===== src/rtl/router_pkg.sv =====
// Shared mesh-router definitions: port directions, header layout and the
// dimension-ordered XY route function.
package router_pkg;

  localparam int MAX_ROUTERS_X                 = 4;
  localparam int MAX_ROUTERS_Y                 = 4;
  localparam int MAX_ROUTERS_X_WIDTH           = $clog2(MAX_ROUTERS_X);
  localparam int MAX_ROUTERS_Y_WIDTH           = $clog2(MAX_ROUTERS_Y);
  localparam int MAXIMUM_PACKAGES_NUMBER       = 5;
  localparam int MAXIMUM_PACKAGES_NUMBER_WIDTH = $clog2(MAXIMUM_PACKAGES_NUMBER - 1);

  localparam int HDR_X_OFFSET   = 0;
  localparam int HDR_Y_OFFSET   = HDR_X_OFFSET + MAX_ROUTERS_X_WIDTH;
  localparam int HDR_LEN_OFFSET = HDR_Y_OFFSET + MAX_ROUTERS_Y_WIDTH;
  localparam int HEADER_WIDTH   = HDR_LEN_OFFSET + MAXIMUM_PACKAGES_NUMBER_WIDTH;

  typedef enum logic [2:0] {
    LOCAL = 3'd0,
    NORTH = 3'd1,
    SOUTH = 3'd2,
    EAST  = 3'd3,
    WEST  = 3'd4
  } dir_e;

  typedef struct packed {
    logic [MAXIMUM_PACKAGES_NUMBER_WIDTH-1:0] len;
    logic [MAX_ROUTERS_Y_WIDTH-1:0]           target_y;
    logic [MAX_ROUTERS_X_WIDTH-1:0]           target_x;
  } header_t;

  // X is resolved fully before Y, which keeps the mesh deadlock-free.
  function automatic dir_e route(
    input logic [MAX_ROUTERS_X_WIDTH-1:0] tx,
    input logic [MAX_ROUTERS_X_WIDTH-1:0] rx,
    input logic [MAX_ROUTERS_Y_WIDTH-1:0] ty,
    input logic [MAX_ROUTERS_Y_WIDTH-1:0] ry
  );
    if (tx > rx)      return EAST;
    else if (tx < rx) return WEST;
    else if (ty > ry) return SOUTH;
    else if (ty < ry) return NORTH;
    else              return LOCAL;
  endfunction

endpackage


===== src/rtl/axis_skid_buffer.sv =====
// Two-entry AXI-Stream skid buffer; s_tready comes straight from a register,
// cutting the ready path while sustaining one beat per cycle.
module axis_skid_buffer #(
  parameter int WIDTH = 8
) (
  input  logic             clk,
  input  logic             rst_n,
  input  logic             s_tvalid,
  output logic             s_tready,
  input  logic [WIDTH-1:0] s_tdata,
  output logic             m_tvalid,
  input  logic             m_tready,
  output logic [WIDTH-1:0] m_tdata
);

  logic [1:0][WIDTH-1:0] mem;
  logic                  wr_ptr;
  logic                  rd_ptr;
  logic [1:0]            count;
  logic                  push;
  logic                  pop;

  assign push     = s_tvalid && s_tready;
  assign pop      = m_tvalid && m_tready;
  assign s_tready = (count != 2'd2);
  assign m_tvalid = (count != 2'd0);
  assign m_tdata  = mem[rd_ptr];

  // NOTE: payload storage has no reset; only the pointers and count qualify it.
  always_ff @(posedge clk) begin
    if (push) mem[wr_ptr] <= s_tdata;
  end

  // NOTE: all sequential state uses non-blocking assignments so every flop
  // samples pre-edge values regardless of block ordering.
  always_ff @(posedge clk or negedge rst_n) begin
    if (!rst_n) begin
      wr_ptr <= 1'b0;
      rd_ptr <= 1'b0;
      count  <= 2'd0;
    end else begin
      if (push) wr_ptr <= ~wr_ptr;
      if (pop)  rd_ptr <= ~rd_ptr;
      case ({push, pop})
        2'b10:   count <= count + 2'd1;
        2'b01:   count <= count - 2'd1;
        default: count <= count;
      endcase
    end
  end

endmodule


===== src/rtl/xy_route_demux.sv =====
// Per-input XY routing demux: decodes the header beat and steers the whole
// packet to one output. Define XY_ROUTE_DEMUX_SKID_EN to register the input.
module xy_route_demux
  import router_pkg::*;
#(
  parameter int DATA_WIDTH     = 32,
  parameter int CHANNEL_NUMBER = 5,
  parameter int TID_WIDTH      = 4,
  parameter int TDEST_WIDTH    = 4,
  parameter int TUSER_WIDTH    = 4
) (
  input  logic                                      clk,
  input  logic                                      rst_n,
  input  logic                                      in_tvalid,
  output logic                                      in_tready,
  input  logic [DATA_WIDTH-1:0]                     in_tdata,
  input  logic                                      in_tlast,
`ifdef TID_PRESENT
  input  logic [TID_WIDTH-1:0]                      in_tid,
  output logic [CHANNEL_NUMBER-1:0][TID_WIDTH-1:0]  out_tid,
`endif
`ifdef TDEST_PRESENT
  input  logic [TDEST_WIDTH-1:0]                    in_tdest,
  output logic [CHANNEL_NUMBER-1:0][TDEST_WIDTH-1:0] out_tdest,
`endif
`ifdef TUSER_PRESENT
  input  logic [TUSER_WIDTH-1:0]                    in_tuser,
  output logic [CHANNEL_NUMBER-1:0][TUSER_WIDTH-1:0] out_tuser,
`endif
  output logic [CHANNEL_NUMBER-1:0]                 out_tvalid,
  input  logic [CHANNEL_NUMBER-1:0]                 out_tready,
  output logic [CHANNEL_NUMBER-1:0][DATA_WIDTH-1:0] out_tdata,
  output logic [CHANNEL_NUMBER-1:0]                 out_tlast,
  input  logic [MAX_ROUTERS_X_WIDTH-1:0]            router_x,
  input  logic [MAX_ROUTERS_Y_WIDTH-1:0]            router_y,
  output logic                                      busy
);

  localparam int LEN_W = MAXIMUM_PACKAGES_NUMBER_WIDTH;
  localparam logic [LEN_W-1:0] CNT_ONE = LEN_W'(1);

  localparam logic ST_IDLE = 1'b0;
  localparam logic ST_BODY = 1'b1;

  typedef struct packed {
`ifdef TID_PRESENT
    logic [TID_WIDTH-1:0]   tid;
`endif
`ifdef TDEST_PRESENT
    logic [TDEST_WIDTH-1:0] tdest;
`endif
`ifdef TUSER_PRESENT
    logic [TUSER_WIDTH-1:0] tuser;
`endif
    logic                   tlast;
    logic [DATA_WIDTH-1:0]  tdata;
  } beat_t;

  beat_t      in_beat;
  beat_t      s_beat;
  logic       s_valid;
  logic       s_ready;
  logic       state;
  logic [LEN_W-1:0] cnt;
  dir_e       sel_q;
  dir_e       sel;
  header_t    hdr;
  logic       hs;

  assign in_beat.tdata = in_tdata;
  assign in_beat.tlast = in_tlast;
`ifdef TID_PRESENT
  assign in_beat.tid   = in_tid;
`endif
`ifdef TDEST_PRESENT
  assign in_beat.tdest = in_tdest;
`endif
`ifdef TUSER_PRESENT
  assign in_beat.tuser = in_tuser;
`endif

`ifdef XY_ROUTE_DEMUX_SKID_EN
  axis_skid_buffer #(
    .WIDTH($bits(beat_t))
  ) u_skid (
    .clk      (clk),
    .rst_n    (rst_n),
    .s_tvalid (in_tvalid),
    .s_tready (in_tready),
    .s_tdata  (in_beat),
    .m_tvalid (s_valid),
    .m_tready (s_ready),
    .m_tdata  (s_beat)
  );
`else
  assign s_valid   = in_tvalid;
  assign s_beat    = in_beat;
  assign in_tready = s_ready;
`endif

  // In IDLE the beat at the steering point is always a header.
  assign hdr = header_t'(s_beat.tdata[HEADER_WIDTH-1:0]);
  assign sel = (state == ST_IDLE) ? route(hdr.target_x, router_x, hdr.target_y, router_y)
                                  : sel_q;
  assign hs  = s_valid && s_ready;

  // NOTE: every always_comb output gets a default first so no latch is inferred.
  always_comb begin
    out_tvalid = '0;
    s_ready    = 1'b0;
    for (int k = 0; k < CHANNEL_NUMBER; k++) begin
      if (sel == dir_e'(3'(k))) begin
        out_tvalid[k] = s_valid;
        s_ready       = out_tready[k];
      end
    end
  end

  assign out_tdata = {CHANNEL_NUMBER{s_beat.tdata}};
  assign out_tlast = {CHANNEL_NUMBER{s_beat.tlast}};
`ifdef TID_PRESENT
  assign out_tid   = {CHANNEL_NUMBER{s_beat.tid}};
`endif
`ifdef TDEST_PRESENT
  assign out_tdest = {CHANNEL_NUMBER{s_beat.tdest}};
`endif
`ifdef TUSER_PRESENT
  assign out_tuser = {CHANNEL_NUMBER{s_beat.tuser}};
`endif

  always_ff @(posedge clk or negedge rst_n) begin
    if (!rst_n) begin
      state <= ST_IDLE;
      cnt   <= '0;
      sel_q <= LOCAL;
    end else if (hs) begin
      if (state == ST_IDLE) begin
        if (hdr.len != '0) begin
          state <= ST_BODY;
          sel_q <= sel;
          cnt   <= hdr.len;
        end
      end else begin
        cnt <= cnt - CNT_ONE;
        if (cnt == CNT_ONE) state <= ST_IDLE;
      end
    end
  end

  assign busy = (state == ST_BODY);

endmodule

===== config.mk =====
export PLATFORM = sky130hd
export DESIGN_NAME = xy_route_demux
export DESIGN_NICKNAME = d
export VERILOG_FILES = /design/src/rtl/router_pkg.sv /design/src/rtl/axis_skid_buffer.sv /design/src/rtl/xy_route_demux.sv
export SDC_FILE = /design/constraint.sdc
export NUM_CORES = 1
export LEC_CHECK = 0
export ABC_AREA = 1
export BUFFER_PORTS_ARGS = -buffer_cell sky130_fd_sc_hd__clkbuf_2
export CAP_MARGIN = 10
export CORE_AREA = 3 3 84 86
export CTS_BUF_LIST = sky130_fd_sc_hd__clkbuf_4 sky130_fd_sc_hd__clkbuf_8
export CTS_CLUSTER_SIZE = 40
export DETAILED_ROUTE_END_ITERATION = 7
export DIE_AREA = 0 0 87 89
export GPL_ROUTABILITY_DRIVEN = 0
export HOLD_SLACK_MARGIN = 0.03
export PLACE_DENSITY = 0.78
export SYNTH_ARGS = -nofsm -noshare
export SYNTH_HDL_FRONTEND = slang
export SYNTH_SLANG_ARGS = --single-unit

===== constraint.sdc =====
create_clock -name clk -period 2.6 [get_ports clk]
set_input_delay 0.52 -clock clk [delete_from_list [all_inputs] [get_ports clk]]
set_output_delay 0.52 -clock clk [all_outputs]
set_load 0.02 [all_outputs]

==> results.sh <==
export IMPL_rows=29
export IMPL_wirelength_um=2788
export IMPL_final_common_cell="clkbuf_2"
export IMPL_syn_cell_area_mm2=0.001844
export IMPL_worst_hold_path_type="in2async"
export IMPL_route_detailed_wl_per_inst_um=11.62
export IMPL_insertion_delay_ps=220
export IMPL_numCtsBuffers=3
export IMPL_ys_warnings_count=0
export IMPL_synth_cells=262
export IMPL_fin_crit_ps=2510
export IMPL_cts_sinks=6
export IMPL_use_met3_pct=4.516
export IMPL_ys_types=19
export IMPL_drt_vias_per_instance=3.817
export IMPL_grt_use_total_pct=6.420
export IMPL_ios=217
export IMPL_clk_transition_reported_paths_ps=30
export IMPL_drc=0
export IMPL_outcome="finished, final reports clean"
export IMPL_timing_max_cap_violations=0
export IMPL_critPathRequiredTime_ps=2080
export IMPL_grt_max_degree=12
export IMPL_antennaDiodeCount=0
export IMPL_dieWidth_um=87
export IMPL_grt_pass1_vias=894
export IMPL_grt_antenna_before_repair=0
export IMPL_instances_no_fill=240
export IMPL_place_inst=234
export IMPL_port_buffers=54
export IMPL_postCtsHoldBufs=0
export IMPL_drv_slew=0
export IMPL_clkPwrFrac_pct=12.6
export IMPL_htree_levels=1
export IMPL_area_growth_pct=-36.16
export IMPL_p_seq_share_pct=17.3
export IMPL_relSlewSlack_pct=76.68
export IMPL_syn_area_per_cell_um2=7.039
export IMPL_cts_root_buf="clkbuf_8"
export IMPL_dpl_hpwl_um=2282
export IMPL_arrival_ps=1990
export IMPL_fin_hold_ws_ps=120.3
export IMPL_finalCritPeriodShare_pct=96.53
export IMPL_dp_slack_ps=-73.29
export IMPL_nets=215
export IMPL_worstPathMaxFanout=4
export IMPL_swShare_pct=48.80
export IMPL_die_y_um=89
export IMPL_vias=916
export IMPL_tightest_slew_ps=349.9
export IMPL_p_leak_nw=0.6540
export IMPL_start_kind="input pin"
export IMPL_layout_common_cells="50 x clkbuf_2, 35 x nand2_1, 10 x buf_4, 9 x inv_1, 9 x nor2_1"
export IMPL_ys_seq_area_share_pct=8.141
export IMPL_setup_violations=0
export IMPL_ys_ff_latch=6
export IMPL_max_freq_mhz=398.4
export IMPL_cts_tree="yes"
export IMPL_fin_skew_ps=1.001
export IMPL_core_mm2=0.006350
export IMPL_combinationalPowerShare_pct=70.1
export IMPL_drtIter0Drc=17
export IMPL_ant_nets=0
export IMPL_cts_buffer_depth=2
export IMPL_gr_usage_met2_pct=9.662
export IMPL_yosys_top_cells_area="buf_4 67%, dfrtp_1 8.1%, nand2_1 8.1%, ha_1 3.4%, inv_1 2.4%"
export IMPL_synth_top_cell_by_area="buf_4"
export IMPL_syn_nets=312
export IMPL_hold_violations=0
export IMPL_end_kind="output pin"
export IMPL_grt_use_met1_pct=5.592
export IMPL_grt_pass1_wl_um=3953
export IMPL_initial_core_util_pct=29.04
export IMPL_power_net_switching_mw=0.5153
export IMPL_powerDensity_mw_per_mm2=896.9
export IMPL_grt_busiest_layer="met2"
export IMPL_overflow=0
export IMPL_dr_pass1_iters=4
export IMPL_dieArea_mm2=0.007743
export IMPL_finalWorstSetupSlack_ps=90.12
export IMPL_ir_drop_mv=0.2281
export IMPL_drive_above_1_share_pct=53.99
export IMPL_worstSetupPathType="in2out"
export IMPL_netlist_area_leader_share_pct=67.16
export IMPL_p_int_mw=0.5407
==> critical path, cell delays in order <==
cell	delay, ps
buf_8	100
ha_4	280
nand2_4	50
a21oi_4	200
nand2_2	90
a21oi_2	180
nand3_1	100
nand2_1	90
nand2_2	70
a21oi_4	170
buf_8	130
==> timing repair <==
item | 4_1_cts | 5_1_grt
setup endpoints to repair | 1 | 3
gates cloned | 0 | 0
buffers inserted | 1 | 2
pin swaps | 3 | 13
gates resized for setup | 4 | 20
==> cells by family after synthesis <==
logic type               after synthesis  synth area share, %
adder cells (fa/ha/maj)                5                3.392
buffers and inverters                180                70.28
AO/OA/AOI/OAI                          7                3.189
flip-flops                             6                8.141
AND/OR/NAND/NOR                       64                14.99
==> final cells by class <==
class | instances | area (um^2)
clock buffers | 3 | 41.29
repair buffers | 64 | 377.9
fillers | 706 | 5172
inverters | 14 | 52.55
well taps | 77 | 96.34
flip-flops and latches | 6 | 150.1
multi-input cells | 76 | 459.2
==> per-stage QoR <==
| step | TNS (ps) | area, um^2 | util, % | power (mW) |
|---|---|---|---|---|
| after global placement | -28.02 | 1020 | 16.06 | 0.8012 |
| after detailed placement | -73.29 | 1020 | 16.06 | 0.8255 |
| after CTS | 0 | 1092 | 17.20 | 1.003 |
| after floorplan | 0 | 1844 | - | 0.9347 |
| after global routing | -18.68 | 1177 | 18.54 | 1.161 |
| final | 0 | 1177 | 18.54 | 1.056 |
==> power groups by stage <==
stage	Clock, mW	Sequential, mW	Combinational (mW)
floorplan	0	0.180	0.755
global placement	0	0.177	0.624
detailed placement	0	0.180	0.645
CTS	0.139	0.179	0.685
global route	0.148	0.188	0.825
finish	0.133	0.183	0.740
==> state kept, by name, summed over array words and instances, names as in the netlist <==
register,count
sel_q,3
busy,1
cnt,2
==> synth_stat cells <==
library cell,count
ha_1,5
a21boi_1,1
nor2_4,1
o21bai_1,1
o21ai_0,1
nand3_1,3
inv_1,12
inv_2,2
a21oi_2,2
nand2_2,1
a21oi_4,1
buf_2,1
dfrtp_1,6
nor2_1,10
nand2_1,40
o21ai_1,1
buf_4,165
nand4_1,7
nor2_2,2
==> worst paths after layout <==
| path | startpoint | end | slack [ps] | cells past startpoint |
|---|---|---|---|---|
| setup reg to reg | busy | busy | 700 | 11 |
| setup / recovery | in_tdata[1] | in_tready | 90 | 11 |
| hold / removal | rst_n | sel_q[2] | 120 | 1 |
| max in group asynchronous | rst_n | cnt[1] | 2330 | 1 |
| hold reg to reg | sel_q[1] | sel_q[1] | 500 | 2 |
| min in group clk | sel_q[1] | sel_q[1] | 500 | 2 |
==> layer usage <==
| metal | wire length, um | part of all wire (%) |
|---|---|---|
| met1 | 842 | 30 |
| met2 | 1303 | 47 |
| met3 | 539 | 19 |
| met4 | 103 | 3.7 |
| met5 | 0 | 0 |
No activity file was read; power rests on OpenSTA's default activity.
